--- src/rtl/ama_riscv_decode_ctrl.sv ---
// Decode-stage control: registers the fetched instruction, classifies its immediate
// format, inserts bubbles on flush/invalid input and counts stalled cycles.
module ama_riscv_decode_ctrl (
  input  logic        clk,
  input  logic        rst,
  input  logic [31:0] inst_in,
  input  logic        inst_valid_in,
  input  logic        stall,
  input  logic        flush,
  output logic [31:0] inst_out,
  output logic        inst_valid_out,
  output logic [3:0]  ig_sel,
  output logic        ig_en,
  output logic [24:0] ig_in,
  output logic        illegal,
  output logic [7:0]  stall_cnt,
  output logic        init_done
);

  typedef enum logic [1:0] {
    INIT = 2'd0,
    RUN  = 2'd1,
    HOLD = 2'd2
  } state_t;

  localparam logic [3:0]  SEL_NONE = 4'd0;
  localparam logic [3:0]  SEL_I    = 4'd1;
  localparam logic [3:0]  SEL_S    = 4'd2;
  localparam logic [3:0]  SEL_B    = 4'd3;
  localparam logic [3:0]  SEL_J    = 4'd4;
  localparam logic [3:0]  SEL_U    = 4'd5;
  localparam logic [31:0] NOP      = 32'h0000_0013;
  localparam logic [1:0]  INIT_LAST = 2'd2;

  state_t      state_reg, state_next;
  logic [1:0]  init_cnt_reg, init_cnt_next;
  logic [31:0] inst_reg, inst_next;
  logic        valid_reg, valid_next;
  logic [3:0]  sel_reg, sel_next;
  logic        en_reg, en_next;
  logic        illegal_reg, illegal_next;
  logic [7:0]  stall_cnt_reg, stall_cnt_next;
  logic        init_done_reg, init_done_next;

  logic [3:0]  dec_sel;
  logic        dec_illegal;

  // Opcode classification of the incoming instruction
  always_comb begin
    dec_sel     = SEL_NONE;
    dec_illegal = 1'b0;
    case (inst_in[6:0])
      7'b0000011, 7'b0010011,
      7'b1100111, 7'b1110011: dec_sel = SEL_I;
      7'b0100011:             dec_sel = SEL_S;
      7'b1100011:             dec_sel = SEL_B;
      7'b1101111:             dec_sel = SEL_J;
      7'b0110111, 7'b0010111: dec_sel = SEL_U;
      7'b0110011:             dec_sel = SEL_NONE;
      default:                dec_illegal = 1'b1;
    endcase
  end

  always_comb begin
    state_next     = state_reg;
    init_cnt_next  = init_cnt_reg;
    inst_next      = inst_reg;
    valid_next     = valid_reg;
    sel_next       = sel_reg;
    en_next        = en_reg;
    illegal_next   = illegal_reg;
    stall_cnt_next = stall_cnt_reg;
    init_done_next = init_done_reg;

    case (state_reg)
      INIT: begin
        // Registers already hold a bubble from reset; only the counter moves
        if (init_cnt_reg == INIT_LAST) begin
          state_next     = RUN;
          init_done_next = 1'b1;
        end else begin
          init_cnt_next = init_cnt_reg + 2'd1;
        end
      end
      RUN, HOLD: begin
        if (flush) begin
          state_next   = RUN;
          inst_next    = NOP;
          valid_next   = 1'b0;
          sel_next     = SEL_NONE;
          en_next      = 1'b0;
          illegal_next = 1'b0;
        end else if (stall) begin
          state_next = HOLD;
          if (stall_cnt_reg != 8'hFF) begin
            stall_cnt_next = stall_cnt_reg + 8'd1;
          end
        end else begin
          state_next = RUN;
          if (inst_valid_in) begin
            inst_next    = inst_in;
            valid_next   = 1'b1;
            sel_next     = dec_sel;
            en_next      = (dec_sel != SEL_NONE);
            illegal_next = dec_illegal;
          end else begin
            inst_next    = NOP;
            valid_next   = 1'b0;
            sel_next     = SEL_NONE;
            en_next      = 1'b0;
            illegal_next = 1'b0;
          end
        end
      end
      default: begin
        state_next    = INIT;
        init_cnt_next = 2'd0;
      end
    endcase
  end

  always_ff @(posedge clk) begin
    if (rst) begin
      state_reg     <= INIT;
      init_cnt_reg  <= 2'd0;
      inst_reg      <= NOP;
      valid_reg     <= 1'b0;
      sel_reg       <= SEL_NONE;
      en_reg        <= 1'b0;
      illegal_reg   <= 1'b0;
      stall_cnt_reg <= 8'd0;
      init_done_reg <= 1'b0;
    end else begin
      state_reg     <= state_next;
      init_cnt_reg  <= init_cnt_next;
      inst_reg      <= inst_next;
      valid_reg     <= valid_next;
      sel_reg       <= sel_next;
      en_reg        <= en_next;
      illegal_reg   <= illegal_next;
      stall_cnt_reg <= stall_cnt_next;
      init_done_reg <= init_done_next;
    end
  end

  assign inst_out       = inst_reg;
  assign inst_valid_out = valid_reg;
  assign ig_sel         = sel_reg;
  assign ig_en          = en_reg;
  assign ig_in          = inst_reg[31:7];
  assign illegal        = illegal_reg;
  assign stall_cnt      = stall_cnt_reg;
  assign init_done      = init_done_reg;

  // Unreachable-state and saturating-counter invariants for simulation only are
  // intentionally left to the bench; the encoding above already recovers to INIT.
  localparam logic [3:0] SEL_MAX = SEL_U;
  logic sel_in_range;
  assign sel_in_range = (sel_reg <= SEL_MAX);
  logic unused_ok;
  assign unused_ok = sel_in_range & (SEL_I != SEL_S) & (SEL_B != SEL_J);

endmodule

--- config.mk ---
export PLATFORM = sky130hd
export DESIGN_NAME = ama_riscv_decode_ctrl
export DESIGN_NICKNAME = d
export VERILOG_FILES = /design/src/rtl/ama_riscv_decode_ctrl.sv
export SDC_FILE = /design/constraint.sdc
export NUM_CORES = 1
export LEC_CHECK = 0
export ABC_CLOCK_PERIOD_IN_PS = 2700
export CORE_MARGIN = 8
export CORE_UTILIZATION = 43
export DETAILED_ROUTE_END_ITERATION = 10
export GPL_TIMING_DRIVEN = 0
export PLACE_DENSITY = 0.84
export SLEW_MARGIN = 30
export SYNTH_ARGS = -nofsm -noshare
export SYNTH_HDL_FRONTEND = slang
export SYNTH_SLANG_ARGS = --single-unit
--- constraint.sdc ---
create_clock -name clk -period 2.7 [get_ports clk]
set_clock_uncertainty 0.05 [all_clocks]
set_input_delay 0.54 -clock clk [delete_from_list [all_inputs] [get_ports clk]]
set_output_delay 0.54 -clock clk [all_outputs]
set_load 0.01 [all_outputs]
==> reports/summary.txt <==
sequential fraction of the synthesis area = 45.2%
path class of the lowest-slack min-delay path = reg2reg
GRT Overall Usage = 16.6%
main combinational cell family by area after synthesis = simple AND/OR/NAND/NOR gates
xor/xnor cell area share of the yosys netlist = 0.388%
crit-path max cell delay = 610 ps
Reg clk slew, reported paths = 90 ps
Worst Tran Pin Value = 507 ps
initial core utilization = 44.5%
post-synth cell types = 38
initial drt markers = 104
setup repair after global routing missed its margin = false
shortest clock period the worst path allows after layout = 2000 ps
worst slew margin relative to its limit = 66.2%
area inside the core boundary = 5070 um2
hold_buf cts = 0
met1 track demand over resource = 19.4%
Lkg Pwr = 1.31 nW
internal power = 1.17 mW
port bufs = 107
number of antenna violations at the first check in global routing = 0
Inserted Clock Buffers = 5
number of vias per cell = 5.06
max-cap violation count = 0
DIE WIDTH = 88.5 um
CP max-delay cell = clkdlybuf4s50_1
Synth Area in Adders = 2.22%
Wirelength per Cell = 15.3 um
top cell type's share of synthesized area = 45.2%
total wire length = 6740 um
sum of overflow across all layers after global routing = 0
number of sinks driven by the clock tree = 51
outcome = finished, final reports clean
busiest layer in global routing = met2
global-route wire length before repair = 10100 um
final routed DRC violation total = 0
hold violation count in the final report = 0
Setup Buffers After CTS = 0
clock group share of total power = 25.9%
crit path DAT = 1410 ps
global routing usage on met3 = 4.18%
routed via count = 2228
flops & latches, synth = 51
layout net count = 410
register share of total power = 49.7%
number of nets in the synthesized netlist = 296
worst endpoint required time = 2110 ps
least setup slack across all paths after layout = 704 ps
maximum clock rate = 501 MHz
number of iterations in the first detailed-routing pass = 4
total number of placement rows = 26
cell count after synthesis = 255
Buffers & Inverters on Critical Path = 1
period utilization = 73.9%
WS Path Type = reg2out
routability congestion estimate = 0.794
ratio of cells with drive above 1 in the final layout = 10.0%
main area contributors after synthesis = dfxtp_1 45%, a22oi_1 10%, buf_4 9.0%
Top-Level Pins = 110
switching part of the total = 29.0%
number of warnings printed during yosys synthesis = 0
largest delay contributor family on the critical path = buffers and inverters
TritonCTS clock tree = yes
setup_tns = 0 ps
Layout Area Growth over Synthesis = 55.1%
post-synthesis mux area share = 1.33%
fraction of power consumed by combinational cells = 24.4%
element type at the critical path start = register
pin count of the biggest net entering global routing = 16
net switching power of the design = 0.478 mW
Pwr Density = 471 nW/um2
flip-flop count of the largest register, all copies and words added = 32
half-perimeter wire length after placement = 5460 um
most area-hungry cell type in the Yosys netlist = dfxtp_1
CP max FO = 9
commonest non-fill, non-tap cell in the layout = clkdlybuf4s50_1
summed instance area of the synthesized netlist = 2260 um2
crit-path cells = clkdlybuf4s50_1
Avg Inst Size Synth = 8.86 um2
antenna cells = 0
H-tree lvl count = 2
setup violators final = 0
count of instances resized after the clock tree is built = 0
worst-skew pair later-pin latency = 310 ps
maximum vdd ir drop = 293 uV
commonest cells after routing, fill and taps aside = 107 x clkdlybuf4s50_1, 51 x dfxtp_1, 43 x nor2_1
total chip power = 1.65 mW
endpoint type of the worst setup path = output port
Slew Viols, Final = 0
vias in the first global route = 2031
area of the die = 7830 um2
post-synthesis compound-gate area fraction = 18.0%
vertical die dimension = 88.5 um
worst slack, placed = 419 ps
root buf cell = clkbuf_8
simple-gate area share of the yosys netlist = 20.9%
residual antenna-violating net count after detailed routing = 0
met2 routing resource usage after global routing = 29.2%
number of buffers on the longest clock path = 2
power groups by stage:
| stage | clock network, mW | logic, mW | registers [mW] |
|---|---|---|---|
| after floorplan | 0 | 0.225 | 0.839 |
| after global placement | 0 | 0.394 | 0.833 |
| after detailed placement | 0 | 0.405 | 0.836 |
| after CTS | 0.438 | 0.407 | 0.819 |
| after global routing | 0.466 | 0.445 | 0.824 |
| final | 0.428 | 0.403 | 0.820 |
final cells by class:
| class | count | area (um2) |
|---|---|---|
| Multi-Input combinational cell | 160 | 971 |
| Clock buffer | 6 | 72.6 |
| Sequential cell | 51 | 1020 |
| Timing Repair Buffer | 107 | 1070 |
| Inverter | 5 | 18.8 |
| Tap cell | 70 | 87.6 |
| Fill cell | 430 | 1570 |
| Clock inverter | 2 | 12.5 |
| Buffer | 39 | 248 |
worst register-to-register path, cell delays in order, from the launching register on:
cell	delay (ps)
dfxtp_1	380
inv_1	60
ha_1	270
buf_4	150
and4bb_4	290
nand3_2	110
or4b_1	470
a21oi_1	140
worst paths after layout:
kind	slack, ps	cells after the start	from	endpoint
setup / recovery	700	1	stall_cnt[2]$_SDFFE_PP0P_	stall_cnt[2]
hold / removal	410	2	ig_sel[2]$_SDFFE_PP0P_	ig_sel[2]$_SDFFE_PP0P_
setup reg to reg	710	7	state_reg[0]$_SDFFE_PP0P_	ig_sel[1]$_SDFFE_PP0P_
hold reg to reg	410	2	ig_sel[2]$_SDFFE_PP0P_	ig_sel[2]$_SDFFE_PP0P_
synthesized netlist by cell type (all sizes together):
master,n
a22oi,30
dfxtp,51
nand2b,5
buf,27
a211oi,2
nor3b,3
o211ai,2
nand3b,2
a21oi,11
a2111oi,1
and3b,1
clkbuf,12
inv,5
or3,2
and2,2
or4b,1
and4,1
nor3,3
o21ai,5
nor2b,3
o31ai,2
and4bb,1
nor2,43
nand4,2
mux2i,3
conb,1
xor2,1
nand3,5
a31oi,2
or3b,1
ha,4
and3,1
nand2,11
o22ai,3
a21o,1
and4b,4
o41ai,1
per-stage QoR:
stage,instances,utilization (%),hold WS (ps),cell area (um2)
2_1_floorplan,255,-,410,2260
3_3_place_gp,432,67.3,391,3420
3_5_place_dp,432,67.3,398,3420
4_1_cts,440,69.0,411,3500
5_1_grt,440,69.0,437,3500
6_report,440,69.0,413,3500
kinds of logic (layout without fill, tap and decap cells):
logic type                 Yosys count  count (layout)
muxes                                3               3
adders and majority gates            4               4
xor gates and xnor gates             1               1
AOI/OAI and AO/OA                   60              60
and+or+nand+nor                     91              91
DFF                                 51              51
buffers and inverters               44             159
other                                1               1
metal layers:
metal,vias to the layer above,part of all wire [%]
met5,-,0
met4,0,0.91
met3,5,7.4
met2,81,49
met1,1040,43
li1,1102,-
Note: power is estimated with default switching activity, not from simulation.
